[src/rtl/branch_resolve_ctrl_pkg.sv]
// Shared definitions for the branch resolve controller.
//   F3_*        : RV32I branch funct3 encodings
//   br_state_t  : controller FSM state
package branch_resolve_ctrl_pkg;

  localparam logic [2:0] F3_BEQ  = 3'b000;
  localparam logic [2:0] F3_BNE  = 3'b001;
  localparam logic [2:0] F3_BLT  = 3'b100;
  localparam logic [2:0] F3_BGE  = 3'b101;
  localparam logic [2:0] F3_BLTU = 3'b110;
  localparam logic [2:0] F3_BGEU = 3'b111;

  typedef enum logic [1:0] {
    StIdle,
    StResolve,
    StRedirect,
    StFlush
  } br_state_t;

endpackage

[src/rtl/branch_resolve_ctrl_if.sv]
// Decode -> branch resolve request channel.
//   br_valid/br_ready : handshake, transfer accepted when both high on a rising edge
//   br_funct3         : branch condition (ignored for jumps)
//   br_is_jump        : JAL/JALR, unconditionally taken
//   br_base_sel       : 0 target base is br_pc, 1 base is br_rs1
//   br_pc/rs1/imm     : operands for target computation
// Modports: master = decode side, slave = branch resolve controller.
interface branch_resolve_ctrl_if #(
  parameter int unsigned N = 32
) ();

  logic         br_valid;
  logic         br_ready;
  logic [2:0]   br_funct3;
  logic         br_is_jump;
  logic         br_base_sel;
  logic [N-1:0] br_pc;
  logic [N-1:0] br_rs1;
  logic [N-1:0] br_imm;

  modport master (
    output br_valid, br_funct3, br_is_jump, br_base_sel, br_pc, br_rs1, br_imm,
    input  br_ready
  );

  modport slave (
    input  br_valid, br_funct3, br_is_jump, br_base_sel, br_pc, br_rs1, br_imm,
    output br_ready
  );

endinterface

[src/rtl/branch_resolve_ctrl_cond_eval.sv]
// Combinational branch condition evaluator.
//   funct3_i  : branch funct3
//   is_jump_i : jump, forces taken and never illegal
//   br_eq_i   : comparator equal result
//   br_lt_i   : comparator less-than result
//   taken_o   : transfer is taken
//   illegal_o : funct3 is not a valid branch encoding (010/011)
module branch_resolve_ctrl_cond_eval
  import branch_resolve_ctrl_pkg::*;
(
  input  logic [2:0] funct3_i,
  input  logic       is_jump_i,
  input  logic       br_eq_i,
  input  logic       br_lt_i,
  output logic       taken_o,
  output logic       illegal_o
);

  always_comb begin
    taken_o   = 1'b0;
    illegal_o = 1'b0;
    if (is_jump_i) begin
      taken_o = 1'b1;
    end else begin
      case (funct3_i)
        F3_BEQ:           taken_o = br_eq_i;
        F3_BNE:           taken_o = ~br_eq_i;
        F3_BLT, F3_BLTU:  taken_o = br_lt_i;
        F3_BGE, F3_BGEU:  taken_o = ~br_lt_i;
        default:          illegal_o = 1'b1;
      endcase
    end
  end

endmodule

[src/rtl/branch_resolve_ctrl.sv]
// Branch/jump resolve controller: accepts one control transfer from decode, evaluates
// the comparator result, issues a one-cycle PC redirect and then holds flush.
//   clk, rst_n      : clock, asynchronous active-low reset
//   br_if           : decode request channel (slave)
//   BrUn            : unsigned compare select to branch_comp (RESOLVE only)
//   BrEq, BrLT      : comparator results
//   redirect_valid  : one-cycle fetch redirect pulse
//   redirect_pc     : redirect target, holds last target between redirects
//   misalign        : target not word aligned, qualified by redirect_valid
//   illegal_br      : reserved branch funct3 seen in RESOLVE
//   flush           : kill younger instructions (REDIRECT + FLUSH_CYCLES)
//   taken_count     : saturating count of redirects
module branch_resolve_ctrl
  import branch_resolve_ctrl_pkg::*;
#(
  parameter int unsigned N            = 32,
  parameter int unsigned FLUSH_CYCLES = 2,
  parameter int unsigned CNT_W        = 16
) (
  input  logic                 clk,
  input  logic                 rst_n,
  branch_resolve_ctrl_if.slave br_if,
  output logic                 BrUn,
  input  logic                 BrEq,
  input  logic                 BrLT,
  output logic                 redirect_valid,
  output logic [N-1:0]         redirect_pc,
  output logic                 misalign,
  output logic                 illegal_br,
  output logic                 flush,
  output logic [CNT_W-1:0]     taken_count
);

  localparam int unsigned FcW = (FLUSH_CYCLES > 1) ? $clog2(FLUSH_CYCLES) : 1;
  // Load value for the flush down-counter; unused when FLUSH_CYCLES is 0.
  localparam logic [FcW-1:0] FcLoad = FcW'(FLUSH_CYCLES - 1);

  br_state_t      state_q, state_d;
  logic [2:0]     funct3_q, funct3_d;
  logic           is_jump_q, is_jump_d;
  logic [N-1:0]   target_q, target_d;
  logic [N-1:0]   redirect_pc_q, redirect_pc_d;
  logic [CNT_W-1:0] cnt_q, cnt_d;
  logic [FcW-1:0] fcnt_q, fcnt_d;

  logic           taken;
  logic           illegal;
  logic [N-1:0]   new_target;

  branch_resolve_ctrl_cond_eval u_cond_eval (
    .funct3_i  (funct3_q),
    .is_jump_i (is_jump_q),
    .br_eq_i   (BrEq),
    .br_lt_i   (BrLT),
    .taken_o   (taken),
    .illegal_o (illegal)
  );

  // JALR clears bit 0 of the sum; JAL and branches keep the raw sum.
  always_comb begin
    new_target = (br_if.br_base_sel ? br_if.br_rs1 : br_if.br_pc) + br_if.br_imm;
    if (br_if.br_is_jump && br_if.br_base_sel) begin
      new_target[0] = 1'b0;
    end
  end

  always_comb begin
    state_d        = state_q;
    funct3_d       = funct3_q;
    is_jump_d      = is_jump_q;
    target_d       = target_q;
    redirect_pc_d  = redirect_pc_q;
    cnt_d          = cnt_q;
    fcnt_d         = fcnt_q;
    br_if.br_ready = 1'b0;
    BrUn           = 1'b0;
    redirect_valid = 1'b0;
    misalign       = 1'b0;
    illegal_br     = 1'b0;
    flush          = 1'b0;

    unique case (state_q)
      StIdle: begin
        br_if.br_ready = 1'b1;
        if (br_if.br_valid) begin
          funct3_d  = br_if.br_funct3;
          is_jump_d = br_if.br_is_jump;
          target_d  = new_target;
          state_d   = StResolve;
        end
      end
      StResolve: begin
        // funct3[1] distinguishes BLTU/BGEU from BLT/BGE.
        BrUn       = is_jump_q ? 1'b0 : funct3_q[1];
        illegal_br = illegal;
        if (taken) begin
          redirect_pc_d = target_q;
          state_d       = StRedirect;
        end else begin
          state_d = StIdle;
        end
      end
      StRedirect: begin
        redirect_valid = 1'b1;
        misalign       = |redirect_pc_q[1:0];
        flush          = 1'b1;
        if (cnt_q != {CNT_W{1'b1}}) begin
          cnt_d = cnt_q + CNT_W'(1);
        end
        if (FLUSH_CYCLES == 0) begin
          state_d = StIdle;
        end else begin
          fcnt_d  = FcLoad;
          state_d = StFlush;
        end
      end
      StFlush: begin
        flush = 1'b1;
        if (fcnt_q == '0) begin
          state_d = StIdle;
        end else begin
          fcnt_d = fcnt_q - FcW'(1);
        end
      end
      default: state_d = StIdle;
    endcase
  end

  always_ff @(posedge clk or negedge rst_n) begin
    if (!rst_n) begin
      state_q       <= StIdle;
      funct3_q      <= '0;
      is_jump_q     <= 1'b0;
      target_q      <= '0;
      redirect_pc_q <= '0;
      cnt_q         <= '0;
      fcnt_q        <= '0;
    end else begin
      state_q       <= state_d;
      funct3_q      <= funct3_d;
      is_jump_q     <= is_jump_d;
      target_q      <= target_d;
      redirect_pc_q <= redirect_pc_d;
      cnt_q         <= cnt_d;
      fcnt_q        <= fcnt_d;
    end
  end

  assign redirect_pc = redirect_pc_q;
  assign taken_count = cnt_q;

endmodule

[src/flat_wrapper.sv]
// flat-port wrapper written by rule: the top's interface ports become plain ports
module branch_resolve_ctrl_flat import branch_resolve_ctrl_pkg::*;
#(
  parameter int unsigned N            = 32,
  parameter int unsigned FLUSH_CYCLES = 2,
  parameter int unsigned CNT_W        = 16
)
  (clk, rst_n, BrUn, BrEq, BrLT, redirect_valid, redirect_pc, misalign, illegal_br, flush, taken_count, br_if_br_valid, br_if_br_funct3, br_if_br_is_jump, br_if_br_base_sel, br_if_br_pc, br_if_br_rs1, br_if_br_imm, br_if_br_ready);
  branch_resolve_ctrl_if #(.N(N)) br_if_i ();
  input  logic clk;
  input  logic rst_n;
  output logic BrUn;
  input  logic BrEq;
  input  logic BrLT;
  output logic redirect_valid;
  output logic [N-1:0] redirect_pc;
  output logic misalign;
  output logic illegal_br;
  output logic flush;
  output logic [CNT_W-1:0] taken_count;
  input wire logic [$bits(br_if_i.br_valid)-1:0] br_if_br_valid;
  input wire logic [$bits(br_if_i.br_funct3)-1:0] br_if_br_funct3;
  input wire logic [$bits(br_if_i.br_is_jump)-1:0] br_if_br_is_jump;
  input wire logic [$bits(br_if_i.br_base_sel)-1:0] br_if_br_base_sel;
  input wire logic [$bits(br_if_i.br_pc)-1:0] br_if_br_pc;
  input wire logic [$bits(br_if_i.br_rs1)-1:0] br_if_br_rs1;
  input wire logic [$bits(br_if_i.br_imm)-1:0] br_if_br_imm;
  output wire logic [$bits(br_if_i.br_ready)-1:0] br_if_br_ready;
  assign br_if_i.br_valid = br_if_br_valid;
  assign br_if_i.br_funct3 = br_if_br_funct3;
  assign br_if_i.br_is_jump = br_if_br_is_jump;
  assign br_if_i.br_base_sel = br_if_br_base_sel;
  assign br_if_i.br_pc = br_if_br_pc;
  assign br_if_i.br_rs1 = br_if_br_rs1;
  assign br_if_i.br_imm = br_if_br_imm;
  assign br_if_br_ready = br_if_i.br_ready;
  branch_resolve_ctrl #(.N(N), .FLUSH_CYCLES(FLUSH_CYCLES), .CNT_W(CNT_W)) u_core (.clk(clk), .rst_n(rst_n), .br_if(br_if_i), .BrUn(BrUn), .BrEq(BrEq), .BrLT(BrLT), .redirect_valid(redirect_valid), .redirect_pc(redirect_pc), .misalign(misalign), .illegal_br(illegal_br), .flush(flush), .taken_count(taken_count));
endmodule
[config.mk]
export PLATFORM = sky130hd
export DESIGN_NAME = branch_resolve_ctrl_flat
export DESIGN_NICKNAME = d
export VERILOG_FILES = /design/src/rtl/branch_resolve_ctrl_pkg.sv /design/src/rtl/branch_resolve_ctrl_if.sv /design/src/rtl/branch_resolve_ctrl_cond_eval.sv /design/src/rtl/branch_resolve_ctrl.sv /design/src/flat_wrapper.sv
export SDC_FILE = /design/constraint.sdc
export NUM_CORES = 1
export LEC_CHECK = 0
export BUFFER_PORTS_ARGS = -buffer_cell sky130_fd_sc_hd__buf_2
export CORE_UTILIZATION = 57
export CTS_CLUSTER_SIZE = 12
export DETAILED_ROUTE_END_ITERATION = 8
export PLACE_DENSITY = 0.95
export SETUP_SLACK_MARGIN = 0.02
export SLEW_MARGIN = 30
export SYNTH_ARGS = -nofsm -noshare
export SYNTH_HDL_FRONTEND = slang
export SYNTH_SLANG_ARGS = --single-unit
[constraint.sdc]
create_clock -name clk -period 3.09 [get_ports clk]
set_input_delay 0.309 -clock clk [delete_from_list [all_inputs] [get_ports clk]]
set_output_delay 0.309 -clock clk [all_outputs]
set_load 0.01 [all_outputs]
# [After elaboration in Yosys (flattened, before gate mapping)]
# Index checks and enable logic that the tools add are counted.
[word_totals] regBits=87 input_bits=106 output_inout_bits=54 wordCells=55
[classes] addsub=3 n_eq_ne=11 mux=19 n_bitwise=2 n_reduce_logical=13
[ops] op="$add 32x32->32" count=1
[ops] op="$mux 32" count=1
[ops] op="$add 16x1->16 const B" count=1
[ops] op="$ne 16x16->1 const B" count=1
[ops] op="$eq 3x3->1 const B" count=4
[ops] op="$mux 1" count=12
[ops] op="$pmux 2 s4" count=1
[ops] op="$reduce_and 2->1" count=4
[ops] op="$reduce_or 2->1" count=4
[ops] op="$mux 2" count=3
[ops] op="$reduce_or 6->1" count=1
[ops] op="$eq 2x2->1 const B" count=2
[ops] op="$ne 2x2->1 const B" count=2
[ops] op="$pmux 1 s4" count=1
[ops] op="$eq 3x1->1 const B" count=1
[ops] op="$logic_not 3->1" count=1
[ops] op="$eq 2x1->1 const B" count=1
[ops] op="$logic_not 2->1" count=1
[ops] op="$not 1->1" count=2
[ops] op="$pmux 1 s2" count=1
[ops] op="$reduce_bool 2->1" count=1
[ops] op="$logic_and 1x1->1" count=1
[ops] op="$sub 1x1->1 const B" count=1

# [Logic depth before layout (Yosys ltp)]
# Gate-level depths: netlist of the first run.
[logic_depth] word_depth=6 mapped_depth=12 depth_no_buf=10

# [Cells and area by module]
# A second synthesis of the first run with hierarchy kept.
[hier_totals] cells_unflattened=544 area_unflattened_um2=5439.0
[modules_own_cells] module="branch_resolve_ctrl" n_inst=1 cells_per_inst=539 area_each_um2=5400.2 seq_area_each_um2=2177.1
[modules_own_cells] module="branch_resolve_ctrl_cond_eval" n_inst=1 cells_per_inst=5 area_each_um2=38.8 seq_area_each_um2=0.0

# [Least setup slack after synthesis of the first run]
# No wires, ideal clock.
[synth_path] path_kind="input to register" startpoint="input port br_if_br_base_sel" endpoint="register u_core.target_q[30]" setup_ns=0.129 arrival_ns=3.273 required_ns=2.961 setup_slack_ns=-0.312 cell_stages=12 n_path_buf=2 path_cell_list="clkbuf_1 clkbuf_1 mux2_2 ha_1 fa_1 a21o_1 a221o_2 a311oi_2 nor3_1 o41ai_2 xor2_1 o21ai_1"
[synth_between] elab_chain_len=2
[synth_rtl] element="from (decl)" line="flat_wrapper.sv:24" text="input wire logic [$bits(br_if_i.br_base_sel)-1:0] br_if_br_base_sel;"
[synth_rtl] element="$mux 32" line="branch_resolve_ctrl.sv:61" text="new_target = (br_if.br_base_sel ? br_if.br_rs1 : br_if.br_pc) + br_if.br_imm;"
[synth_rtl] element="$add 32x32->32" line="branch_resolve_ctrl.sv:61"
[synth_rtl] element="to (signal assigned)" line="branch_resolve_ctrl.sv:142" text="target_q <= target_d;"
[synth_rtl] element="to (decl)" line="branch_resolve_ctrl.sv:41" text="logic [N-1:0] target_q, target_d;"
# Every way passes these cells.
# A chain may end at the register's enable or synchronous reset.

# [Worst setup path after layout of the first run]
[layout_path] startpoint="input port br_if_br_base_sel" endpoint="register u_core.target_q[28]"
# The elaborated chain is that of the path after synthesis.

==> results.yml, run 1 <==
cells_and_area:
  fin_area_mm2: 0.00676
  seqCellArea_mm2: 0.00218
  syn2layout_area_growth_pct: 23.8
  final_nets: 871
  multiInputGateArea_mm2: 0.00316
  antenna_cells: 0
  n_fill_cell: 640
  drive_above_1_share: 0.366
  final_util: 0.732
run_status:
  violations: "negative hold slack"
  status: "finished with violations"
power_and_ir_drop:
  p_per_area_mw_per_mm2: 728
  vdd_drop_max_mv: 0.381
  power_leakage_nw: 3.37
setup_path:
  timing.rr.end: "u_core.taken_count[15]"
  timing_worst_setup_path_type: "in2reg"
  cp.required_ps: 3290
  critPathArrivalTime_ps: 3130
  rrSetupSlack_ps: 830
  end_kind: "register"
  cp_max_fo: 5
  path_cells: "buf_2, mux2_2, ha_1, fa_1, a21o_1, a221o_2, a21oi_1, o21ai_1, a31oi_1, xnor2_1, o21ai_0"
  reg2regPathDepth: 7
  crit_slowest_cell: "fa_1"
  slowest_delay_ps: 420
  cp_num_buf_inv: 1
  r2r_start: "u_core.taken_count[6]"
  critPathLaunchType: "primary input"
  path_delay_family: "compound AO/OA/AOI/OAI gates"
placement:
  postPlaceCellArea_mm2: 0.00653
  hpwl_um: 11200
  place.gp.congestion: 0.994
  io_buffers: 159
synthesis:
  ys_seq_area_frac: 0.399
  synth_area_mm2: 0.00546
  yosysWarnings: 0
  ys_seq_elements: 87
  netlist_instances: 562
  ys.flop_type: "dfrtp_1"
  syn-num-nets: 701
  synth_cell_type_count: 55
  synth.avg_cell_area_um2: 9.72
  synth-edff-count: 0
  async_flop_share: 1.00
clock_tree:
  clk_pin_slew_ps: 100
  cts-resized-gates: 0
  clk_path_buf_depth: 2
  cts_inserted_buffers: 9
  clock_latency_ps: 370
  postCtsSetupBuffers: 0
  clock_sinks: 87
  cts_hold_buf: 0
  htree_levels: 3
  cts_tree: "done"
  cts_root_buffer: "clkbuf_8"
timing:
  fin_hold_ws_ps: -12.4
  fin_skew_ps: 11.7
  max_slew_margin: 0.402
  min_period_over_period: 0.949
  setup_viol: 0
  worstMarginPinSlew_ps: 893
  max_freq_mhz: 341
  drv_slew: 0
  tns_ps: 0
  hold_viol: 13
  rsz0062_at_grt: "false"
  min_period_ps: 2930
global_route:
  grt_overflow: 0
  grt_max_degree: 88
  grt_usage: 0.310
  antenna_found_initial: 0
  grt_pass1_vias: 5114
  grt_pass1_wl_um: 24300
detailed_routing:
  antenna_left: 0
  detail_route.vias_per_cell: 5.95
  vias: 5157
  drc_errors: 0
  detail_route.iter0.violations: 367
  wl_per_cell_um: 17.2
  dr.pass1.iters: 5
  drt-total-wl_um: 14900
die:
  rows: 35
  die_area_mm2: 0.00998
  initial_core_util: 0.591
  die_w_um: 99.9
  coreArea_mm2: 0.00924
  ios: 160
  die_h_um: 99.9
min_path:
  hp-class: "in2async"
flow_run:
  max-cap-violations: 0
-- worst reg2reg max path: cells and delay by family (launching register included) --
kind             cells  cell delay [ps]
AND/OR/NAND/NOR      5              950
XOR/XNOR             1              140
flip-flops           1              460
AO/OA/AOI/OAI        1              600
-- metal layers --
layer | routed length (µm) | track usage | vias up
li1 | - | - | 2368
met1 | 5960 | 0.382 | 2471
met2 | 7360 | 0.538 | 268
met3 | 1060 | 0.0501 | 50
met4 | 500 | 0.135 | 0
met5 | 0 | 0 | -
-- worst max path at each step --
stage                            startpoint  cells after the start             endpoint
after global placement    br_if_br_base_sel                     11  u_core.target_q[24]
after detailed placement  br_if_br_base_sel                     11  u_core.target_q[24]
after global routing      br_if_br_base_sel                     11  u_core.target_q[28]
final                     br_if_br_base_sel                     11  u_core.target_q[28]
after CTS                 br_if_br_base_sel                     11  u_core.target_q[28]
after floorplan           br_if_br_base_sel                     12  u_core.target_q[24]
-- logic make-up (layout without fill, tap and decap cells) --
kind of cell    after synthesis  after routing  synth area share
fa+ha+maj                    33             33            0.0770
mux                          69             69             0.141
buf+inv                      35            210            0.0241
flops                        87             87             0.399
simple gates                166            166             0.137
xor+xnor                     37             37            0.0593
compound gates              135            135             0.164
-- synthesized netlist by cell type (2+ instances only) --
library cell / count / area [µm²]
a211oi_1: 5 / 37.5
a21o_1: 12 / 90.1
a21oi_1: 31 / 155
a221oi_1: 2 / 17.5
a31oi_1: 6 / 37.5
and2_1: 2 / 12.5
and3_1: 5 / 31.3
and4_1: 3 / 26.3
clkbuf_1: 23 / 86.3
dfrtp_1: 87 / 2180
ha_1: 32 / 400
inv_1: 12 / 45.0
mux2_2: 63 / 709
mux2i_1: 6 / 60.1
nand2_1: 81 / 304
nand2b_1: 5 / 31.3
nand3_1: 19 / 95.1
nand4_1: 7 / 43.8
nor2_1: 30 / 113
nor3_1: 5 / 25.0
o211ai_1: 2 / 15.0
o21a_1: 7 / 52.6
o21ai_0: 37 / 185
o21ai_1: 3 / 15.0
o21bai_1: 4 / 30.0
o221ai_1: 2 / 17.5
o311ai_0: 2 / 17.5
o31ai_1: 5 / 37.5
or3_1: 3 / 18.8
xnor2_1: 22 / 193
xor2_1: 15 / 131
-- metrics by stage --
stage	power (W)	setup WS [ps]	cells	hold slack, ps
floorplan	0.00320	25.4	562	13.4
global placement	0.00382	37.6	850	454
detailed placement	0.00399	-72.2	850	432
CTS	0.00490	209	866	38.6
global route	0.00522	68.9	866	51.8
finish	0.00492	157	866	-12.4
-- cells in the final DEF, fill, tap and decap left out, drive strengths merged, types with 2 or more instances in the layout --
cell    instances
nand2b          5
xor2           15
clkbuf          9
inv            14
o21ai          40
bufinv          2
a311oi          2
and4            3
clkinv          2
nand4           7
o31ai           5
nand2          81
xnor2          22
o311ai          3
o21a            7
dfrtp          87
a211oi          5
a21o           12
mux2           63
or3             3
nand3          19
ha             32
o211ai          2
nor3            5
and2            2
a31oi           6
buf           182
a221oi          3
o21bai          5
o221ai          2
and3            5
a21oi          31
mux2i           6
nor2           30
-- layout make-up --
cell class	instances	share of cell area
clock buffer	9	0.0183
clock inverter	7	0.0155
inverter	12	0.00666
multi-input combinational	440	0.468
sequential	87	0.322
tap	129	0.0239
timing repair buffer	182	0.146
-- state kept, by name, indices dropped and copies added, names as in the netlist, named ones only --
signal	count
u_core.target_q	32
u_core.fcnt_q	1
u_core.redirect_pc	32
u_core.funct3_q	3
u_core.state_q	1
u_core.taken_count	16
u_core.is_jump_q	1
-- report_power, final --
part	internal (W)	total, W	switching (W)
Combinational	0.000948	0.00207	0.00113
Clock	0.000467	0.000918	0.000451
Sequential	0.00161	0.00193	0.000317
Note: power is estimated with default switching activity, not from simulation.
==> run 2, diff against run 1 <==
==> constraint.sdc (replaced) <==
create_clock -name clk -period 3.09 [get_ports clk]
set_input_delay 0 -clock clk [delete_from_list [all_inputs] [get_ports clk]]
set_output_delay 0 -clock clk [all_outputs]
set_load 0.01 [all_outputs]
==> run 2 against run 1 <==
The run now ends clean. Worst hold slack improved by 77 ps. Register-to-register slack is essentially flat. Highest routed layer unchanged. Sequential share of layout area increased by 0.54 points. Sequential power barely moved. Fmax is 13% higher.
==> results.yml, run 2 (synthesized netlist as in run 1, its figures left out) <==
run_status:
  status: "completed"
clock_tree:
  cts_tree: "done"
  cts_inserted_buffers: 9
  cts_root_buffer: "clkbuf_8"
  clock_sinks: 87
  clk_pin_slew_ps: 90
  htree_levels: 3
  postCtsSetupBuffers: 0
  clock_latency_ps: 350
  clk_path_buf_depth: 2
timing:
  drv_slew: 0
  fin_skew_ps: 12.7
  worstMarginPinSlew_ps: 828
  min_period_ps: 2590
  fin_hold_ws_ps: 64.8
  setup_viol: 0
  max_freq_mhz: 386
  rsz0062_at_grt: "false"
  min_period_over_period: 0.838
  max_slew_margin: 0.446
  hold_viol: 0
  tns_ps: 0
detailed_routing:
  wl_per_cell_um: 16.6
  detail_route.vias_per_cell: 5.83
  drc_errors: 0
  detail_route.iter0.violations: 208
  antenna_left: 0
  dr.pass1.iters: 7
  drt-total-wl_um: 14200
  vias: 4982
global_route:
  use_met2: 0.502
  grt_usage: 0.293
  grt_overflow: 0
  grt_max_degree: 88
  grt_busiest_layer: "met2"
  use_met1: 0.369
  grt_pass1_vias: 5052
  grt_pass1_wl_um: 23300
  antenna_found_initial: 0
  gr-usage-met3: 0.0418
placement:
  postPlaceCellArea_mm2: 0.00638
  hpwl_um: 10900
  io_buffers: 159
  place.gp.congestion: 0.989
setup_path:
  timing_worst_setup_path_type: "in2reg"
  critPathArrivalTime_ps: 2800
  critPathLaunchType: "primary input"
  end_kind: "register"
  cp.required_ps: 3300
  cp_max_fo: 5
cells_and_area:
  final_util: 0.720
  antenna_cells: 0
  syn2layout_area_growth_pct: 21.7
  drive_above_1_share: 0.348
  layout_common_cells: "158 x buf_2, 87 x dfrtp_1, 81 x nand2_1"
  final_nets: 859
  mostFrequentLayoutCell: "buf_2"
  fin_area_mm2: 0.00665
power_and_ir_drop:
  p_switching_w: 0.00181
  pwr-share-seq: 0.405
  internal_power_w: 0.00294
  p_clk_frac: 0.172
  vdd_drop_max_mv: 0.365
  comb_power_share: 0.423
  p_per_area_mw_per_mm2: 713
  power_leakage_nw: 3.29
  swShare: 0.381
flow_run:
  max-cap-violations: 0
die:
  die_w_um: 99.9
  die_area_mm2: 0.00998
  coreArea_mm2: 0.00924
  rows: 35
  initial_core_util: 0.591
  die_h_um: 99.9
  ios: 160
min_path:
  hp-class: "in2reg"
## run 2: changes by cell type in the layout (fill, tap and decap cells not counted)
cell,previous run,this run
buf_4,22,5
dlygate4sd3_1,0,6
inv_6,1,2
clkinv_4,2,0
clkbuf_8,9,10
clkinv_2,0,1
buf_12,1,0
inv_8,1,0
bufinv_16,2,1
clkinvlp_4,1,2
## run 2: per-stage QoR
step           std cells  setup WS, ps  total power, W
5_1_grt              854           319         0.00507
4_1_cts              854           549         0.00475
3_5_place_dp         832           178         0.00392
6_report             854           502         0.00474
3_3_place_gp         832           255         0.00380
2_1_floorplan        562           124         0.00320
## run 2: critical path: stages
cell,delay [ps]
buf_2,170
mux2_2,360
ha_1,220
fa_1,420
a21o_1,210
a221o_2,390
a21oi_1,230
o21ai_1,240
a221oi_2,300
xor2_1,160
o21ai_0,90
## run 2: routing by layer
layer	routed length [µm]	up-vias	part of all wire
met3	817	43	0.058
met4	505	0	0.036
met1	6120	2366	0.43
met5	0	-	0
met2	6740	231	0.48
li1	-	2342	-
## run 2: power by group through the flow
stage          registers [W]  clock network, W  logic [W]
2_1_floorplan        0.00195                 0    0.00124
3_3_place_gp         0.00191                 0    0.00190
3_5_place_dp         0.00194                 0    0.00198
4_1_cts              0.00192          0.000830    0.00200
5_1_grt              0.00198          0.000871    0.00222
6_report             0.00192          0.000815    0.00201
## run 2: worst paths after layout
kind / from / end / slack, ps / depth (start not counted)
max in group asynchronous: rst_n / u_core.redirect_pc[30] / 2290 / 2
worst max-delay path: br_if_br_base_sel / u_core.target_q[24] / 500 / 11
worst min register to register: u_core.target_q[20] / u_core.target_q[20] / 480 / 2
min in group asynchronous: rst_n / u_core.redirect_pc[3] / 260 / 2
worst min-delay path: br_if_br_imm[0] / u_core.target_q[0] / 60 / 4
worst max register to register: u_core.taken_count[6] / u_core.taken_count[15] / 830 / 7
## run 2: final cells by class
class	count	area, µm²
Sequential cell	87	2180
Multi-Input combinational cell	440	3160
Inverter	12	45.0
Clock inverter	6	67.6
Clock buffer	10	138
Timing Repair Buffer	170	900
Tap cell	129	161
Fill cell	686	2590
## run 2: repair_timing
action	4_1_cts	5_1_grt
hold buffers	6	0
setup endpoints to repair	0	0
resized for setup	0	0
hold endpoints to repair	92	0
==> run 3, diff against run 2 <==
- ABC_AREA: default -> 1
- CORE_UTILIZATION: 57 -> 49
- PLACE_DENSITY: 0.95 -> 0.85
- clock period: 3.09 -> 2.3 ns (I/O delays scaled with it)
==> run 3 against run 2 <==
Sequential power grew 36%. Area after synthesis grew 16%. Largest power group unchanged. Cell count grew 50%. Register-to-register slack lost 260 ps. Routed wire length grew 10%. Synthesized cell count grew 67%. Sequential cell count is the same. Clock power grew 73%. Highest routed layer unchanged. Sequential share of layout area shrank 4.4 points. Combinational power grew 49%. Global-route usage shrank 4.6 points.
==> results.yml, run 3 <==
timing:
  max_freq_mhz: 551
  worstMarginPinSlew_ps: 554
  rsz0062_at_grt: "false"
  drv_slew: 0
  fin_skew_ps: 3.89
  max_slew_margin: 0.631
  tns_ps: 0
  hold_viol: 0
  fin_hold_ws_ps: 30.4
  setup_viol: 0
  min_period_over_period: 0.789
  min_period_ps: 1810
synthesis:
  synth-edff-count: 0
  synth_top_area_share: 0.343
  yosysWarnings: 0
  yosysMostFrequentCell: "nand2_1"
  ys_seq_area_frac: 0.343
  synth_top_area_cell: "dfrtp_1"
  synth_cell_type_count: 35
  syn-num-nets: 1076
  netlist_instances: 937
  ys.flop_type: "dfrtp_1"
  async_flop_share: 1.00
  ys_seq_elements: 87
  synth_common_cells: "403 x nand2_1, 139 x inv_1, 87 x dfrtp_1, 57 x nand3_1, 53 x nor2_1"
  synth.avg_cell_area_um2: 6.77
  synthTopCellsByArea: "dfrtp_1 34%, nand2_1 24%, inv_1 8.2%"
  synth_area_mm2: 0.00634
clock_tree:
  cts_root_buffer: "clkbuf_16"
  cts_inserted_buffers: 9
  cts_tree: "done"
  clock_sinks: 87
  clk_pin_slew_ps: 60
  clk_path_buf_depth: 2
  clock_latency_ps: 330
  cts-resized-gates: 0
  htree_levels: 3
die:
  rows: 41
  die_h_um: 116
  die_area_mm2: 0.0134
  coreArea_mm2: 0.0126
  die_w_um: 116
  initial_core_util: 0.503
  ios: 160
setup_path:
  slowest_delay_ps: 450
  crit_slowest_cell: "fa_1"
  path_delay_family: "adder cells"
  end_kind: "register"
  critPathLaunchType: "primary input"
  path_common_cell: "nand3_1"
  timing_worst_setup_path_type: "in2reg"
  cp_num_buf_inv: 3
  path_cells: "buf_2, inv_1, buf_12, nand2_1, nand2_1, ha_1, fa_1, nand3_1, nand3_1, nand3_1, nand3_1, xnor2_1, o21ai_1"
  cp_max_fo: 33
  cp.required_ps: 2500
  critPathArrivalTime_ps: 2020
placement:
  hpwl_um: 12500
  postPlaceCellArea_mm2: 0.00734
  dp.cells: 1256
  io_buffers: 159
  place.gp.congestion: 0.967
global_route:
  antenna_found_initial: 0
  grt_usage: 0.247
  grt_overflow: 0
  grt_pass1_vias: 5772
  grt_max_degree: 45
  grt_pass1_wl_um: 26100
cells_and_area:
  seqCellArea_mm2: 0.00218
  mostFrequentLayoutCell: "nand2_1"
  n_fill_cell: 1208
  drive_above_1_share: 0.197
  fin_area_mm2: 0.00768
  multiInputGateArea_mm2: 0.00352
  final_cells: 1277
  syn2layout_area_growth_pct: 21.0
  layout_common_cells: "403 x nand2_1, 158 x buf_2, 139 x inv_1"
  antenna_cells: 0
  final_nets: 1239
detailed_routing:
  vias: 6190
  detail_route.iter0.violations: 383
  antenna_left: 0
  wl_per_cell_um: 12.3
  drc_errors: 0
  drt-total-wl_um: 15600
  dr.pass1.iters: 5
  detail_route.vias_per_cell: 4.85
power_and_ir_drop:
  vdd_drop_max_mv: 0.417
  p_per_area_mw_per_mm2: 915
  power_leakage_nw: 4.57
flow_run:
  max-cap-violations: 0
run_status:
  status: "completed"
min_path:
  hp-class: "in2reg"
[run 3: cell types whose count changed after synthesis, moves of 12 or more]
cell and change:
clkbuf_1 -14, inv_1 +127, nand2_1 +322, a21oi_1 -12, mux2_2 -61, nand3_1 +38, mux2_4 +21, o21ai_0 -14
nor2_1 +23
[run 3: layer usage]
layer / GRT usage / vias up / routed length (µm)
li1: - / 3219 / -
met1: 0.331 / 2780 / 7490
met2: 0.420 / 174 / 7190
met3: 0.0319 / 17 / 739
met4: 0.0701 / 0 / 222
met5: 0 / - / 0
[run 3: area by class of cell]
| class | count | area share |
|---|---|---|
| tap | 172 | 0.0280 |
| sequential | 87 | 0.284 |
| clock inverter | 4 | 0.00587 |
| timing repair buffer | 172 | 0.122 |
| multi-input combinational | 686 | 0.458 |
| clock buffer | 12 | 0.0321 |
| inverter | 144 | 0.0704 |
[run 3: through the flow]
step                power (W)  utilization  worst slack [ps]
floorplan             0.00467            -               282
global placement      0.00552        0.581               283
detailed placement    0.00562        0.581               166
CTS                   0.00706        0.608               517
global route          0.00757        0.608               340
finish                0.00702        0.608               486
[run 3: cells by family after synthesis]
kind of cell	Yosys count	share of synthesized area
simple gates	542	0.347
fa+ha+maj	33	0.0663
flops	87	0.343
compound gates	61	0.0511
buf+inv	164	0.102
xor+xnor	27	0.0373
mux	23	0.0532
[run 3: where the power goes]
group          switching (W)  internal [W]
Sequential          0.000430       0.00218
Combinational        0.00165       0.00135
Clock               0.000545      0.000865
Total                0.00263       0.00439
[run 3: path summary, 6_finish.rpt]
check	startpoint	endpoint	slack (ps)	cells past startpoint
setup / recovery	br_if_br_base_sel	u_core.target_q[12]	490	13
hold / removal	br_if_br_is_jump	u_core.is_jump_q	30	3
setup reg to reg	u_core.funct3_q[2]	u_core.redirect_pc[2]	570	5
hold reg to reg	u_core.target_q[2]	u_core.target_q[2]	490	2
max in group asynchronous	rst_n	u_core.redirect_pc[30]	1400	3
min in group asynchronous	rst_n	u_core.redirect_pc[0]	200	2
[run 3: worst register-to-register path, delay by kind of cell (launching register included)]
family / cells / cell delay, ps
multiplexers: 1 / 410
AO/OA/AOI/OAI: 2 / 250
AND/OR/NAND/NOR: 2 / 530
flip-flops: 1 / 430
[run 3: repair_timing]
| item | CTS | global route |
|---|---|---|
| hold buffers | 5 | 0 |
| setup buffers | 0 | 0 |
| endpoints found under the hold margin | 45 | 0 |
